`src/rtl/memory_controller_pkg.sv`:
```
// Shared types and constants for the byte-wide RAM/IO port arbiter.
// Goal codes are byte counts; any undefined code falls back to a full word.
package memory_controller_pkg;

  localparam int         ADDR_WIDTH = 32;
  localparam logic [1:0] MC_IO_SEL  = 2'b11;

  localparam logic [2:0] GOAL_B = 3'd1;
  localparam logic [2:0] GOAL_H = 3'd2;
  localparam logic [2:0] GOAL_W = 3'd4;

  typedef enum logic [1:0] {
    MC_IDLE  = 2'd0,
    MC_READ  = 2'd1,
    MC_WRITE = 2'd2
  } mc_state_e;

  typedef struct packed {
    logic [ADDR_WIDTH-1:0] addr;
    logic                  rw;
    logic [2:0]            goal;
    logic [31:0]           data;
  } mc_req_t;

  function automatic logic [2:0] goal_len(input logic [2:0] goal);
    logic [2:0] n;
    case (goal)
      GOAL_B, GOAL_H, 3'd3: n = goal;
      default:              n = GOAL_W;
    endcase
    return n;
  endfunction

endpackage

```
`src/rtl/memory_controller_if.sv`:
```
// Request/response and RAM bus signals of the memory controller.
// The controller takes the slave view; the surrounding CPU/RAM take the master view.
interface memory_controller_if;

  logic                                      rollback_in;
  logic                                      if_request_in;
  logic [memory_controller_pkg::ADDR_WIDTH-1:0] if_address_in;
  logic                                      if_ready_out;
  logic [31:0]                               if_data_out;
  logic                                      lsb_request_in;
  logic                                      lsb_rw_signal_in;
  logic [memory_controller_pkg::ADDR_WIDTH-1:0] lsb_address_in;
  logic [2:0]                                lsb_goal_in;
  logic [31:0]                               lsb_data_in;
  logic                                      lsb_ready_out;
  logic [31:0]                               lsb_data_out;
  logic [7:0]                                ram_data_in;
  logic                                      ram_rw_out;
  logic [memory_controller_pkg::ADDR_WIDTH-1:0] ram_address_out;
  logic [7:0]                                ram_data_out;
  logic                                      io_buffer_full_in;

  modport slave (
    input  rollback_in, if_request_in, if_address_in,
    input  lsb_request_in, lsb_rw_signal_in, lsb_address_in, lsb_goal_in, lsb_data_in,
    input  ram_data_in, io_buffer_full_in,
    output if_ready_out, if_data_out, lsb_ready_out, lsb_data_out,
    output ram_rw_out, ram_address_out, ram_data_out
  );

  modport master (
    output rollback_in, if_request_in, if_address_in,
    output lsb_request_in, lsb_rw_signal_in, lsb_address_in, lsb_goal_in, lsb_data_in,
    output ram_data_in, io_buffer_full_in,
    input  if_ready_out, if_data_out, lsb_ready_out, lsb_data_out,
    input  ram_rw_out, ram_address_out, ram_data_out
  );

endinterface

```
`src/rtl/memory_controller_request_slot.sv`:
```
// One pending-request latch. An incoming pulse is visible the same cycle so an
// idle controller can grant it without a bubble; rollback drops reads, never writes.
module mc_request_slot
  import memory_controller_pkg::*;
(
  input  logic    clk,
  input  logic    rst_n,
  input  logic    req_i,
  input  mc_req_t req_data_i,
  input  logic    kill_read_i,
  input  logic    take_i,
  output logic    valid_o,
  output mc_req_t slot_o
);

  logic    full_q, full_d;
  mc_req_t slot_q, slot_d;
  logic    in_ok_s, held_ok_s;

  assign in_ok_s   = req_i & ~(kill_read_i & ~req_data_i.rw);
  assign held_ok_s = full_q & ~(kill_read_i & ~slot_q.rw);
  assign valid_o   = in_ok_s | held_ok_s;
  assign slot_o    = in_ok_s ? req_data_i : slot_q;

  // Next slot state: a grant consumes whatever is visible, a new pulse overwrites
  always_comb begin
    full_d = held_ok_s;
    slot_d = slot_q;
    if (take_i) begin
      full_d = 1'b0;
    end else if (in_ok_s) begin
      full_d = 1'b1;
      slot_d = req_data_i;
    end else begin
      full_d = held_ok_s;
    end
  end

  // Slot registers
  always_ff @(posedge clk or negedge rst_n) begin
    if (!rst_n) begin
      full_q <= 1'b0;
      slot_q <= '0;
    end else begin
      full_q <= full_d;
      slot_q <= slot_d;
    end
  end

endmodule

```
`src/rtl/memory_controller.sv`:
```
// Round-robin arbiter and little-endian byte sequencer sharing one byte-wide
// RAM/IO port between the instruction fetcher and the load/store buffer.
module memory_controller
  import memory_controller_pkg::*;
#(
  parameter logic [1:0] IO_SEL = MC_IO_SEL
) (
  input logic                clk,
  input logic                rst_n,
  memory_controller_if.slave bus
);

  mc_state_e             state_q;
  logic [ADDR_WIDTH-1:0] base_q, addr_q;
  logic [31:0]           wdata_q, asm_q, asm_s, if_data_q, lsb_data_q;
  logic [2:0]            n_q, k_q;
  logic [1:0]            byte_idx_s;
  logic                  gnt_if_q, last_if_q, if_ready_q, lsb_ready_q;
  mc_req_t               if_in_s, lsb_in_s, if_slot_s, lsb_slot_s, act_s;
  logic                  if_valid_s, lsb_valid_s, grant_if_s, grant_lsb_s;
  logic                  can_grant_s, take_if_s, take_lsb_s;
  logic                  stall_s, rd_done_s, wr_done_s;

  assign if_in_s  = '{addr: bus.if_address_in, rw: 1'b0, goal: GOAL_W, data: 32'd0};
  assign lsb_in_s = '{addr: bus.lsb_address_in, rw: bus.lsb_rw_signal_in,
                      goal: bus.lsb_goal_in, data: bus.lsb_data_in};

  mc_request_slot u_if_slot (
    .clk(clk), .rst_n(rst_n), .req_i(bus.if_request_in), .req_data_i(if_in_s),
    .kill_read_i(bus.rollback_in), .take_i(take_if_s),
    .valid_o(if_valid_s), .slot_o(if_slot_s)
  );

  mc_request_slot u_lsb_slot (
    .clk(clk), .rst_n(rst_n), .req_i(bus.lsb_request_in), .req_data_i(lsb_in_s),
    .kill_read_i(bus.rollback_in), .take_i(take_lsb_s),
    .valid_o(lsb_valid_s), .slot_o(lsb_slot_s)
  );

  // On contention the requester that was not served last wins
  assign grant_if_s  = if_valid_s & (~lsb_valid_s | ~last_if_q);
  assign grant_lsb_s = lsb_valid_s & ~grant_if_s;
  assign act_s       = grant_if_s ? if_slot_s : lsb_slot_s;

  assign stall_s     = (state_q == MC_WRITE) && (addr_q[17:16] == IO_SEL) && bus.io_buffer_full_in;
  assign rd_done_s   = (state_q == MC_READ) && (k_q == n_q) && !bus.rollback_in;
  assign wr_done_s   = (state_q == MC_WRITE) && !stall_s && (k_q == n_q - 3'd1);
  assign can_grant_s = (state_q == MC_IDLE) || rd_done_s || wr_done_s;
  assign take_if_s   = can_grant_s & grant_if_s;
  assign take_lsb_s  = can_grant_s & grant_lsb_s;

  // Read data for byte k-1 arrives while address k is on the bus
  assign byte_idx_s = k_q[1:0] - 2'd1;

  // Assembly register with the byte arriving this cycle merged in
  always_comb begin
    asm_s = asm_q;
    if ((state_q == MC_READ) && (k_q != 3'd0)) begin
      asm_s[{byte_idx_s, 3'b000} +: 8] = bus.ram_data_in;
    end else begin
      asm_s = asm_q;
    end
  end

  // Controller FSM and registered outputs
  always_ff @(posedge clk or negedge rst_n) begin
    if (!rst_n) begin
      state_q     <= MC_IDLE;
      base_q      <= '0;
      addr_q      <= '0;
      wdata_q     <= 32'd0;
      asm_q       <= 32'd0;
      n_q         <= 3'd0;
      k_q         <= 3'd0;
      gnt_if_q    <= 1'b0;
      last_if_q   <= 1'b0;
      if_ready_q  <= 1'b0;
      lsb_ready_q <= 1'b0;
      if_data_q   <= 32'd0;
      lsb_data_q  <= 32'd0;
    end else begin
      if_ready_q  <= 1'b0;
      lsb_ready_q <= 1'b0;
      case (state_q)
        MC_READ: begin
          if (bus.rollback_in) begin
            state_q <= MC_IDLE;
            addr_q  <= '0;
          end else if (rd_done_s) begin
            state_q <= MC_IDLE;
            addr_q  <= '0;
            if (gnt_if_q) begin
              if_ready_q <= 1'b1;
              if_data_q  <= asm_s;
            end else begin
              lsb_ready_q <= 1'b1;
              lsb_data_q  <= asm_s;
            end
          end else begin
            asm_q  <= asm_s;
            k_q    <= k_q + 3'd1;
            addr_q <= (k_q + 3'd1 < n_q) ? base_q + {29'd0, k_q + 3'd1} : '0;
          end
        end
        MC_WRITE: begin
          if (stall_s) begin
            state_q <= MC_WRITE;
          end else if (wr_done_s) begin
            state_q     <= MC_IDLE;
            addr_q      <= '0;
            wdata_q     <= 32'd0;
            lsb_ready_q <= 1'b1;
          end else begin
            k_q     <= k_q + 3'd1;
            addr_q  <= addr_q + 32'd1;
            wdata_q <= {8'd0, wdata_q[31:8]};
          end
        end
        MC_IDLE: begin
          state_q <= MC_IDLE;
        end
        default: begin
          state_q <= MC_IDLE;
          addr_q  <= '0;
        end
      endcase
      // A finishing transfer hands the port straight to the next pending request
      if (can_grant_s && (grant_if_s || grant_lsb_s)) begin
        state_q   <= act_s.rw ? MC_WRITE : MC_READ;
        base_q    <= act_s.addr;
        addr_q    <= act_s.addr;
        n_q       <= goal_len(act_s.goal);
        k_q       <= 3'd0;
        wdata_q   <= act_s.rw ? act_s.data : 32'd0;
        asm_q     <= 32'd0;
        gnt_if_q  <= grant_if_s;
        last_if_q <= grant_if_s;
      end
    end
  end

  assign bus.if_ready_out    = if_ready_q;
  assign bus.if_data_out     = if_data_q;
  assign bus.lsb_ready_out   = lsb_ready_q;
  assign bus.lsb_data_out    = lsb_data_q;
  assign bus.ram_rw_out      = (state_q == MC_WRITE) && !stall_s;
  assign bus.ram_address_out = addr_q;
  assign bus.ram_data_out    = wdata_q[7:0];

endmodule

```
`src/flat_wrapper.sv`:
```
// flat-port wrapper written by rule: the top's interface ports become plain ports
module memory_controller_flat import memory_controller_pkg::*;
#(
  parameter logic [1:0] IO_SEL = MC_IO_SEL
)
  (clk, rst_n, bus_rollback_in, bus_if_request_in, bus_if_address_in, bus_lsb_request_in, bus_lsb_rw_signal_in, bus_lsb_address_in, bus_lsb_goal_in, bus_lsb_data_in, bus_ram_data_in, bus_io_buffer_full_in, bus_if_ready_out, bus_if_data_out, bus_lsb_ready_out, bus_lsb_data_out, bus_ram_rw_out, bus_ram_address_out, bus_ram_data_out);
  memory_controller_if bus_i ();
  input logic clk;
  input logic rst_n;
  input wire logic [$bits(bus_i.rollback_in)-1:0] bus_rollback_in;
  input wire logic [$bits(bus_i.if_request_in)-1:0] bus_if_request_in;
  input wire logic [$bits(bus_i.if_address_in)-1:0] bus_if_address_in;
  input wire logic [$bits(bus_i.lsb_request_in)-1:0] bus_lsb_request_in;
  input wire logic [$bits(bus_i.lsb_rw_signal_in)-1:0] bus_lsb_rw_signal_in;
  input wire logic [$bits(bus_i.lsb_address_in)-1:0] bus_lsb_address_in;
  input wire logic [$bits(bus_i.lsb_goal_in)-1:0] bus_lsb_goal_in;
  input wire logic [$bits(bus_i.lsb_data_in)-1:0] bus_lsb_data_in;
  input wire logic [$bits(bus_i.ram_data_in)-1:0] bus_ram_data_in;
  input wire logic [$bits(bus_i.io_buffer_full_in)-1:0] bus_io_buffer_full_in;
  output wire logic [$bits(bus_i.if_ready_out)-1:0] bus_if_ready_out;
  output wire logic [$bits(bus_i.if_data_out)-1:0] bus_if_data_out;
  output wire logic [$bits(bus_i.lsb_ready_out)-1:0] bus_lsb_ready_out;
  output wire logic [$bits(bus_i.lsb_data_out)-1:0] bus_lsb_data_out;
  output wire logic [$bits(bus_i.ram_rw_out)-1:0] bus_ram_rw_out;
  output wire logic [$bits(bus_i.ram_address_out)-1:0] bus_ram_address_out;
  output wire logic [$bits(bus_i.ram_data_out)-1:0] bus_ram_data_out;
  assign bus_i.rollback_in = bus_rollback_in;
  assign bus_i.if_request_in = bus_if_request_in;
  assign bus_i.if_address_in = bus_if_address_in;
  assign bus_i.lsb_request_in = bus_lsb_request_in;
  assign bus_i.lsb_rw_signal_in = bus_lsb_rw_signal_in;
  assign bus_i.lsb_address_in = bus_lsb_address_in;
  assign bus_i.lsb_goal_in = bus_lsb_goal_in;
  assign bus_i.lsb_data_in = bus_lsb_data_in;
  assign bus_i.ram_data_in = bus_ram_data_in;
  assign bus_i.io_buffer_full_in = bus_io_buffer_full_in;
  assign bus_if_ready_out = bus_i.if_ready_out;
  assign bus_if_data_out = bus_i.if_data_out;
  assign bus_lsb_ready_out = bus_i.lsb_ready_out;
  assign bus_lsb_data_out = bus_i.lsb_data_out;
  assign bus_ram_rw_out = bus_i.ram_rw_out;
  assign bus_ram_address_out = bus_i.ram_address_out;
  assign bus_ram_data_out = bus_i.ram_data_out;
  memory_controller #(.IO_SEL(IO_SEL)) u_core (.clk(clk), .rst_n(rst_n), .bus(bus_i));
endmodule
```
`config.mk`:
```
export PLATFORM = sky130hd
export DESIGN_NAME = memory_controller_flat
export DESIGN_NICKNAME = d
export VERILOG_FILES = /design/src/rtl/memory_controller_pkg.sv /design/src/rtl/memory_controller_if.sv /design/src/rtl/memory_controller_request_slot.sv /design/src/rtl/memory_controller.sv /design/src/flat_wrapper.sv
export SDC_FILE = /design/constraint.sdc
export NUM_CORES = 1
export LEC_CHECK = 0
export ABC_AREA = 0
export CAP_MARGIN = 20
export CORE_ASPECT_RATIO = 1.25
export CORE_MARGIN = 4
export CORE_UTILIZATION = 56
export DETAILED_ROUTE_END_ITERATION = 12
export PLACE_DENSITY = 0.81
export REMOVE_ABC_BUFFERS = 1
export SYNTH_ARGS = -nofsm -noshare
export SYNTH_HDL_FRONTEND = slang
export SYNTH_SLANG_ARGS = --single-unit
```
`constraint.sdc`:
```
create_clock -name clk -period 3.3 [get_ports clk]
set_clock_uncertainty 0.05 [all_clocks]
set_input_delay 0.495 -clock clk [delete_from_list [all_inputs] [get_ports clk]]
set_output_delay 0.495 -clock clk [all_outputs]
set_load 0.02 [all_outputs]
```
-- After elaboration in Yosys (flattened, before gate mapping)
Index checks and enable logic that the tools add are counted.
W data, S select, Z words.
- register bits after elaboration: 341
- output and inout bits: 107
- input bits: 114
- logic and storage cells: 148
- muxes and demuxes: 49
- bitwise logic cells: 24
- equal/unequal tests: 18
- add/subtract/negate cells: 6
- reduce and logical (&&, ||, !) cells: 26
- order comparisons: 1
- shifts and indexed selects: 2
- operator list (operator ; number):
    $mux W32 ; 15
    $mux W68 ; 3
    $pmux W32 S3 ; 1
    $add A32 B1 Y32 const B ; 1
    $add A32 B3 Y32 ; 1
    $bwmux W32 ; 1
    $shift A8 B7 Y32 const A ; 1
    $shiftx A8 B7 Y32 ; 1
    $mux W24 ; 1
    $mux W3 ; 6
    $mux W1 ; 13
    $mux W2 ; 6
    $ne A3 B3 Y1 const B ; 4
    $and A1 B1 Y1 ; 11
    $not A1 Y1 ; 10
    $logic_and A1 B1 Y1 ; 8
    $reduce_and A4 Y1 ; 2
    $neg A5 Y7 ; 1
    $eq A3 B2 Y1 const B ; 2
    $eq A3 B3 Y1 ; 2
    $ne A2 B2 Y1 const B ; 3
    $pmux W3 S2 ; 1
    $reduce_and A2 Y1 ; 3
    $reduce_bool A3 Y1 ; 2
    20 further kinds ; 27

-- Longest topological paths before layout
Gate-level depths: netlist of the first run.
- word-level depth: 14
- gate-level depth with buffers: 11
- gate-level depth less buffers: 9

-- Hierarchy
From an unflattened synthesis of the first run, not the netlist that was laid out.
- cells, all modules: 1769
- area total of the unflattened synthesis: 18057.3 sq um
- modules (own cells, without submodules) (module ; area an instance (sq um) ; cells an instance ; seq. area each (sq um) ; instances):
    memory_controller ; 11185.7 ; 1311 ; 5079.9 ; 1
    mc_request_slot ; 3435.8 ; 229 ; 1726.7 ; 2

-- Worst setup path after synthesis of the first run
No wires, ideal clock.
- kind: register to register
- start point: register u_core.k_q[0]
- end point: register u_core.addr_q[23] (netlist: u_core.bus.ram_address_out[23])
- stages on the path, launching flop included: 10
- setup time: 0.126 ns
- clock period less this slack: 2.808 ns
- arrival time: 2.632 ns
- slack: 0.492 ns
- buffers on the path: 0
- required time: 3.124 ns
- path through: dfrtp_1 inv_1 ha_1 ha_1 a211oi_1 nor3_2 nand3_1 xnor2_1 a22o_1 a221o_1
- longest elaborated chain between the ends: 8
- elaborated cells on any way between the ends: 21
- classes of those cells: add/sub: 2; order compare: 1; eq/ne: 4; mux: 7; reduce/logical: 7
- ends and longest elaborated chain (what ; RTL line ; RTL):
    start: declaration ; memory_controller.sv:16 ; logic [2:0] n_q, k_q;
    start signal: assignment ; memory_controller.sv:101 ; k_q <= k_q + 3'd1;
    start signal: assignment ; memory_controller.sv:114 ; k_q <= k_q + 3'd1;
    branches (longest 8 deep; another with $add A32 B3 Y32) ; - ;
    end signal: assignment ; memory_controller.sv:102 ; addr_q <= (k_q + 3'd1 < n_q) ? base_q + {29'd0, k_q + 3'd1} : '0;
    end signal: assignment ; memory_controller.sv:115 ; addr_q <= addr_q + 32'd1;
    end signal: assignment ; memory_controller.sv:131 ; addr_q <= act_s.addr;
    end: declaration ; memory_controller.sv:14 ; logic [ADDR_WIDTH-1:0] base_q, addr_q;
Parallel ways; which one is timed is not known. The select of a mux whose other input is x is not followed.
A chain may end at the register's enable or synchronous reset.

-- Worst setup path after layout of the first run
- start point: register u_core.k_q[0]
- end point: register u_core.addr_q[24] (netlist: u_core.bus.ram_address_out[24])
Same word-level chain as after synthesis.

==> summary.txt, run 1 <==
Floorplanning
  • Die ar.: around 0.033 mm²
  • Rows: between 70 and 80
  • I/O Pins: approximately 220
  • Core area: 0.0301 mm²
  • Die height: between 200 and 250 µm
  • Initial core utilization: 56.6%
  • Die W: between 150 and 200 µm

Power and ir drop
  • LEAKAGE: a little over 9 nW
  • Switch share: between 30% and 40%
  • Worst ir drop on vdd: 0.547 mV
  • Psw: ~0.0062 W
  • Pwr/cell area: roughly 790 mW/mm²
  • Comb pwr share: between 30 and 40%
  • Int Pwr: 0.0104 W
  • Register share of total power: between 30 and 40%
  • Clock share of power: between 20% and 30%

Outcome
  • Outcome: completed

Worst setup path
  • CP endpoint kind: register
  • Cell repeated most along the worst path: ha_1
  • Worst r2r src: u_core.k_q[0]$_DFFE_PN0P_
  • CP Buf/Inv Count: 0
  • Flop2flop setup slack: 280 ps
  • Top delay family on crit path: simple AND/OR/NAND/NOR gates
  • Worst setup endpoint: u_core.bus.ram_address_out[24]$_DFFE_PN0P_
  • CP max FO: 9
  • Worst EP required: between 3000 and 4000 ps
  • FF-to-FF End: u_core.bus.ram_address_out[24]$_DFFE_PN0P_
  • Critical Path, Cell by Cell: ha_1 > xor2_1 > ha_1 > a21o_1 > nand4_1 > nor4_1 > xnor2_1 > o22ai_1 > a221o_1
  • Stages on worst setup path: 9
  • Slowest CP cell: dfrtp_1
  • CP arrival: about 3400 ps
  • Crit-path max cell delay: around 470 ps
  • CP startpoint: u_core.k_q[0]$_DFFE_PN0P_
  • Reg2reg path depth: 9
  • CP Launch Type: register
  • Crit path kind: register to register

Yosys
  • Synth Instances: around 1.7k
  • Netlist cell types: 64
  • Netlist Area Pre-Place: 0.0171 mm²
  • Synth async-reset ratio: 100%
  • FF+latch count, synth: 341
  • EDFF count, synth: 0
  • Ys flop type: dfrtp_1
  • Seq/Total Area, Yosys: roughly half
  • Avg Inst Size Synth: a little over 10 µm²
  • Yosys Warn Count: 0

Layout
  • Share of layout cells above drive strength 1: between 10% and 20%
  • Final Cell Area: 0.0209 mm²
  • Nets: approximately 2k
  • Post-layout util: between 60% and 70%
  • Multi-input logic area: 0.00797 mm²
  • Layout Cells excl Fill: about 2.3k
  • Area Overhead vs Synth: 22.7%
  • # fillers: ~2.2k
  • Area occupied by registers: 0.00853 mm²

Flow run
  • Max Cap Viol: 0

Hold path
  • Hold depth: 2
  • Hold Crit Class: register to register

Global route
  • Vias in the first global route: ~14k
  • GRT overflow: 0
  • Tot GR Track Use: about 26%
  • Largest net degree at the start of global routing: 92
  • First-pass GRT wire length: ~70,000 µm
  • Initial antenna violation count: 2

Timing
  • Hold Violations, Final: 0
  • Worst-margin pin slew: 889 ps
  • Rel. slew slack: 40.8%
  • Post-layout min period: between 3000 and 4000 ps
  • RSZ-0062 raised after global routing: no
  • Setup TNS: 0 ps
  • FMAX: about 330 MHz
  • Period utilization: between 90 and 100%
  • # setup viols final: 0
  • Fin. max-slew vios: 0

Route
  • Top routing layer in use: met4
  • Number of routed nets with antenna violations: 0
  • DR WL met3: 2680 µm
  • DR WL met2: 22,000 µm
  • Drt drc: 0
  • Initial DRC count: between 1k and 1.5k
  • Pre-Repair DR Iteration Count: 5
  • DR vias/cell: between 5 and 6
  • Wirelength per Cell: around 19 µm
  • WL met1: 17,600 µm
  • DR vias: around 14k
  • Total wire length: roughly 43,000 µm

Clock network
  • Root buffer cell: clkbuf_16
  • Skew-Pair Late Insertion Delay: around 510 ps
  • H-tree level count: 2
  • Worst-path clk slew: around 60 ps
  • CTS buffer count: 36
  • Sink Count: about 340
  • CTS tree: done
  • Max clock buf depth: 3

Placement
  • Routability cong.: about 0.91
  • # port buffers: 220
  • Detailed placement HPWL: between 30,000 and 40,000 µm
  • Placed cells: 2,229
  • DP Area: slightly below 0.02 mm²
## worst min-delay path, stage by stage (launching register included)
cell,delay (ps)
dfrtp_1,340
nand2_1,50
o21ai_0,60
## metrics by stage
step | hold WS (ps) | power, W | worst slack, ps
after floorplan | 149 | 0.0103 | -2540
after global placement | 410 | 0.0125 | 336
after detailed placement | 419 | 0.0128 | 267
after CTS | 432 | 0.0166 | 273
after global routing | 447 | 0.0176 | 117
final | 425 | 0.0166 | 275
## logic make-up (layout without fill, tap and decap cells)
| group | count (synthesis) | in the layout | synth area share (%) |
|---|---|---|---|
| buffers and inverters | 140 | 355 | 3.68 |
| XOR/XNOR | 64 | 64 | 3.37 |
| AND/OR/NAND/NOR | 518 | 518 | 14.0 |
| multiplexers | 192 | 192 | 12.8 |
| flip-flops | 341 | 341 | 50.0 |
| AO/OA/AOI/OAI | 402 | 402 | 14.8 |
| other | 0 | 2 | 0 |
| adder cells (fa/ha/maj) | 18 | 18 | 1.36 |
## how the worst min path moves through the flow
stage / start / to / slack, ps
final: u_core.bus.if_data_out[4]$_DFFE_PN0P_ / u_core.bus.if_data_out[4]$_DFFE_PN0P_ / 430
after global placement: u_core.bus.lsb_data_out[16]$_DFFE_PN0P_ / u_core.bus.lsb_data_out[16]$_DFFE_PN0P_ / 410
after global routing: u_core.bus.if_data_out[27]$_DFFE_PN0P_ / u_core.bus.if_data_out[27]$_DFFE_PN0P_ / 450
after detailed placement: u_core.bus.if_data_out[2]$_DFFE_PN0P_ / u_core.bus.if_data_out[2]$_DFFE_PN0P_ / 420
after floorplan: rst_n / u_core.asm_q[0]$_DFFE_PN0P_ / 150
after CTS: u_core.bus.if_data_out[2]$_DFFE_PN0P_ / u_core.bus.if_data_out[2]$_DFFE_PN0P_ / 430
## layout by cell type (no fill, tap or decap), types with 37 or more instances in the layout
cell type,netlist,routed
a21oi_1,160,154
buf_4,8,43
clkbuf_16,0,37
clkdlybuf4s50_1,0,219
dfrtp_1,341,341
mux2_2,86,86
mux2i_1,76,76
nand2_1,202,197
nand3_1,90,90
nor2_1,106,106
nor2b_1,37,37
o21ai_0,81,81
xnor2_1,38,38
## flip-flops by register name, indices dropped and copies added (netlist names), 2 cells and up
register,flops
u_core.bus.ram_address_out,32
u_core.bus.if_data_out,32
u_core.asm_q,32
u_core.base_q,32
u_core.n_q,3
u_core.k_q,3
u_core.u_if_slot.slot_q,68
u_core.state_q,2
u_core.wdata_q,32
u_core.u_lsb_slot.slot_q,68
u_core.bus.lsb_data_out,32
## layer usage
| layer | GRT usage, % | vias up |
|---|---|---|
| li1 | - | 6331 |
| met1 | 32.9 | 6695 |
| met2 | 44.6 | 522 |
| met3 | 4.16 | 86 |
| met4 | 8.15 | 0 |
| met5 | 0 | - |
## area by class of cell
cell class                      instances  area share [%]
Tap cell                              401            2.40
Timing Repair Buffer                  275            13.2
Inverter                               19           0.341
Antenna cell                            2          0.0239
Sequential cell                       341            40.8
Clock buffer                           54            5.01
Clock inverter                          7           0.179
Multi-Input combinational cell       1194            38.1
## power by group through the flow
stage	Clock, W	Combinational, W	Sequential (W)
after floorplan	0	0.00399	0.00636
after detailed placement	0	0.00639	0.00640
final	0.00378	0.00646	0.00640
after global routing	0.00402	0.00702	0.00652
after global placement	0	0.00619	0.00635
after CTS	0.00385	0.00644	0.00635
## cell usage after synthesis, types with 3 or more instances
| cell type | n | area (µm²) |
|---|---|---|
| inv_1 | 19 | 71.3 |
| a21o_1 | 27 | 203 |
| and4_1 | 7 | 61.3 |
| or2_2 | 3 | 18.8 |
| xor2_1 | 25 | 219 |
| and2_1 | 4 | 25.0 |
| nor4_1 | 9 | 56.3 |
| xnor2_1 | 38 | 333 |
| a22o_1 | 10 | 87.6 |
| mux2_4 | 30 | 450 |
| o22ai_1 | 22 | 138 |
| and3_1 | 13 | 81.3 |
| clkbuf_1 | 67 | 251 |
| a22oi_1 | 3 | 22.5 |
| a221o_1 | 24 | 240 |
| dfrtp_1 | 341 | 8530 |
| nand4_1 | 22 | 138 |
| nor2b_1 | 37 | 231 |
| a211oi_1 | 23 | 173 |
| o21ai_0 | 81 | 405 |
| nand2_1 | 202 | 758 |
| nor3_1 | 9 | 45.0 |
| ha_1 | 17 | 213 |
| buf_2 | 31 | 155 |
| mux2_2 | 86 | 968 |
| a32oi_1 | 5 | 43.8 |
| a21oi_1 | 160 | 801 |
| buf_4 | 8 | 60.1 |
| a211o_1 | 24 | 210 |
| buf_6 | 4 | 45.0 |
| o21a_1 | 3 | 22.5 |
| nor2_1 | 106 | 398 |
| nor3b_1 | 5 | 37.5 |
| mux2i_1 | 76 | 761 |
| buf_1 | 9 | 33.8 |
| nand3_1 | 90 | 450 |
## repair_timing
item	in CTS	in global routing
setup buffers	0	0
resized for setup	0	1
endpoints found under the setup margin	0	1
hold buffers	1	0
endpoints found under the hold margin	85	0
No activity file was read; power rests on OpenSTA's default activity.
==> inputs of run 2 (changes only) <==
Settings changed: CORE_UTILIZATION 56 to 58, CTS_BUF_LIST from default to sky130_fd_sc_hd__clkbuf_4 sky130_fd_sc_hd__clkbuf_8, PLACE_DENSITY 0.81 to 0.83.
==> summary.txt, run 2 (same netlist as run 1, synthesis figures left out) <==
Floorplanning
  • Rows: 69
  • Die W: around 160 µm
  • Die height: 200 µm
  • Die ar.: about 0.032 mm²
  • Initial core utilization: around three fifths
  • Core area: between 0.02 and 0.03 mm²
  • I/O Pins: between 200 and 250

Route
  • Initial DRC count: around 1.3k
  • Drt drc: 0
  • Total wire length: about 44,000 µm
  • Pre-Repair DR Iteration Count: 6
  • DR vias/cell: 6.02
  • DR vias: roughly 14k
  • Wirelength per Cell: about 19 µm
  • Number of routed nets with antenna violations: 0

Power and ir drop
  • Comb pwr share: approximately 38%
  • Switch share: 37.0%
  • Int Pwr: around 0.011 W
  • Pwr/cell area: about 800 mW/mm²
  • LEAKAGE: 9.17 nW
  • Worst ir drop on vdd: roughly 0.58 mV
  • Register share of total power: a little under two fifths
  • Psw: roughly 0.0062 W
  • Clock share of power: around a quarter

Timing
  • Worst hold slack: approximately 430 ps
  • Worst-margin pin slew: ~920 ps
  • RSZ-0062 raised after global routing: no
  • FMAX: 336 MHz
  • Post-layout min period: about 3000 ps
  • Fin. max-slew vios: 0
  • Period utilization: 90.3%
  • Hold Violations, Final: 0
  • # setup viols final: 0
  • Rel. slew slack: approximately two fifths

Placement
  • Detailed placement HPWL: 30,000 µm
  • Routability cong.: around 0.9
  • DP Area: between 0.015 and 0.02 mm²
  • # port buffers: between 200 and 250

Global route
  • Largest net degree at the start of global routing: 96
  • Tot GR Track Use: 26.9%
  • Initial antenna violation count: 3
  • GRT overflow: 0
  • Vias in the first global route: 13.9k
  • First-pass GRT wire length: slightly above 70,000 µm

Layout
  • Nets: 2,006
  • Commonest non-fill, non-tap cell in the layout: dfrtp_1
  • Area Overhead vs Synth: 23.0%
  • Most frequent cells in the layout: dfrtp_1 (341), clkdlybuf4s50_1 (219), nand2_1 (197)
  • Final Cell Area: approximately 0.021 mm²
  • Top flop regs: u_core.u_if_slot.slot_q: 68 flops, u_core.u_lsb_slot.slot_q: 68 flops
  • Share of layout cells above drive strength 1: between 10% and 20%

Clock network
  • Max clock buf depth: 3
  • Root buffer cell: clkbuf_8
  • Sink Count: between 300 and 400
  • CTS tree: done
  • Skew-Pair Late Insertion Delay: 580 ps
  • CTS buffer count: roughly 50
  • H-tree level count: 2
  • Worst-path clk slew: approximately 70 ps

Worst setup path
  • Crit path kind: register to register
  • CP arrival: 3400 ps
  • CP Launch Type: register
  • CP max FO: 9
  • CP endpoint kind: register
  • Worst EP required: 3720 ps

Outcome
  • Outcome: completed

Hold path
  • Hold Crit Class: register to register

Flow run
  • Max Cap Viol: 0
==> run 2: cell count changes in the layout (fill, tap and decap cells not counted), moves of 2 or more <==
cell,delta
clkbuf_1,-11
buf_4,-7
clkbuf_4,+11
bufinv_16,+5
clkinv_2,-2
clkbuf_16,-37
clkbuf_8,+64
==> run 2: through the flow <==
step                instances  utilization [%]  power (W)  setup WS [ps]  setup TNS (ps)
floorplan                1554                -     0.0103          -2540         -341980
global placement         2208             68.6     0.0124            290               0
detailed placement       2208             68.6     0.0127            103               0
CTS                      2302             72.9     0.0168           84.2               0
global route             2305             73.0     0.0178           57.1               0
finish                   2305             73.0     0.0168            322               0
==> run 2: power groups by stage <==
stage	Clock [W]	Combinational (W)	Sequential, W
CTS	0.00413	0.00635	0.00636
detailed placement	0	0.00630	0.00641
global route	0.00431	0.00694	0.00651
finish	0.00406	0.00636	0.00640
global placement	0	0.00609	0.00634
floorplan	0	0.00399	0.00636
==> run 2: routing by layer <==
layer / wire, µm / track usage (%) / part of all wire (%)
met5: 27 / 0 / 0.061
met2: 21600 / 45.7 / 49
met1: 17600 / 34.9 / 40
met3: 3100 / 4.64 / 7.0
met4: 1610 / 10.3 / 3.7
==> run 2: worst paths after layout <==
| path | startpoint | end | slack [ps] | cells after the start |
|---|---|---|---|---|
| worst max-delay path | u_core.k_q[1]$_DFFE_PN0P_ | u_core.bus.ram_address_out[24]$_DFFE_PN0P_ | 320 | 10 |
| worst min-delay path | u_core.bus.if_data_out[12]$_DFFE_PN0P_ | u_core.bus.if_data_out[12]$_DFFE_PN0P_ | 430 | 2 |
| worst max register to register | u_core.k_q[1]$_DFFE_PN0P_ | u_core.bus.ram_address_out[24]$_DFFE_PN0P_ | 320 | 10 |
| worst min register to register | u_core.bus.if_data_out[12]$_DFFE_PN0P_ | u_core.bus.if_data_out[12]$_DFFE_PN0P_ | 430 | 2 |
| max in group asynchronous | rst_n | u_core.asm_q[24]$_DFFE_PN0P_ | 1800 | 3 |
| min in group asynchronous | rst_n | u_core.bus.lsb_data_out[11]$_DFFE_PN0P_ | 500 | 2 |
==> run 2: critical path, cell delays in order, from the launching register on <==
cell,delay [ps]
dfrtp_1,490
inv_1,130
ha_1,470
fa_1,290
a21o_1,190
nand4_1,100
buf_4,200
nor4_1,360
xnor2_1,160
o22ai_1,90
a221o_1,320
==> run 2: repair_timing <==
item / in CTS / in global routing
hold endpoints to repair: 87 / 0
hold buffers: 1 / 0
gates resized for setup: 0 / 0
endpoints found under the setup margin: 0 / 6
setup buffers: 0 / 2
==> run 2: final cells by class <==
| cell class | count | area (µm²) |
|---|---|---|
| Sequential cell | 341 | 8530 |
| Fill cell | 2044 | 7770 |
| Clock inverter | 12 | 194 |
| Antenna cell | 1 | 2.50 |
| Multi-Input combinational cell | 1194 | 7960 |
| Tap cell | 390 | 488 |
| Inverter | 19 | 71.3 |
| Timing Repair Buffer | 267 | 2690 |
| Clock buffer | 81 | 1050 |
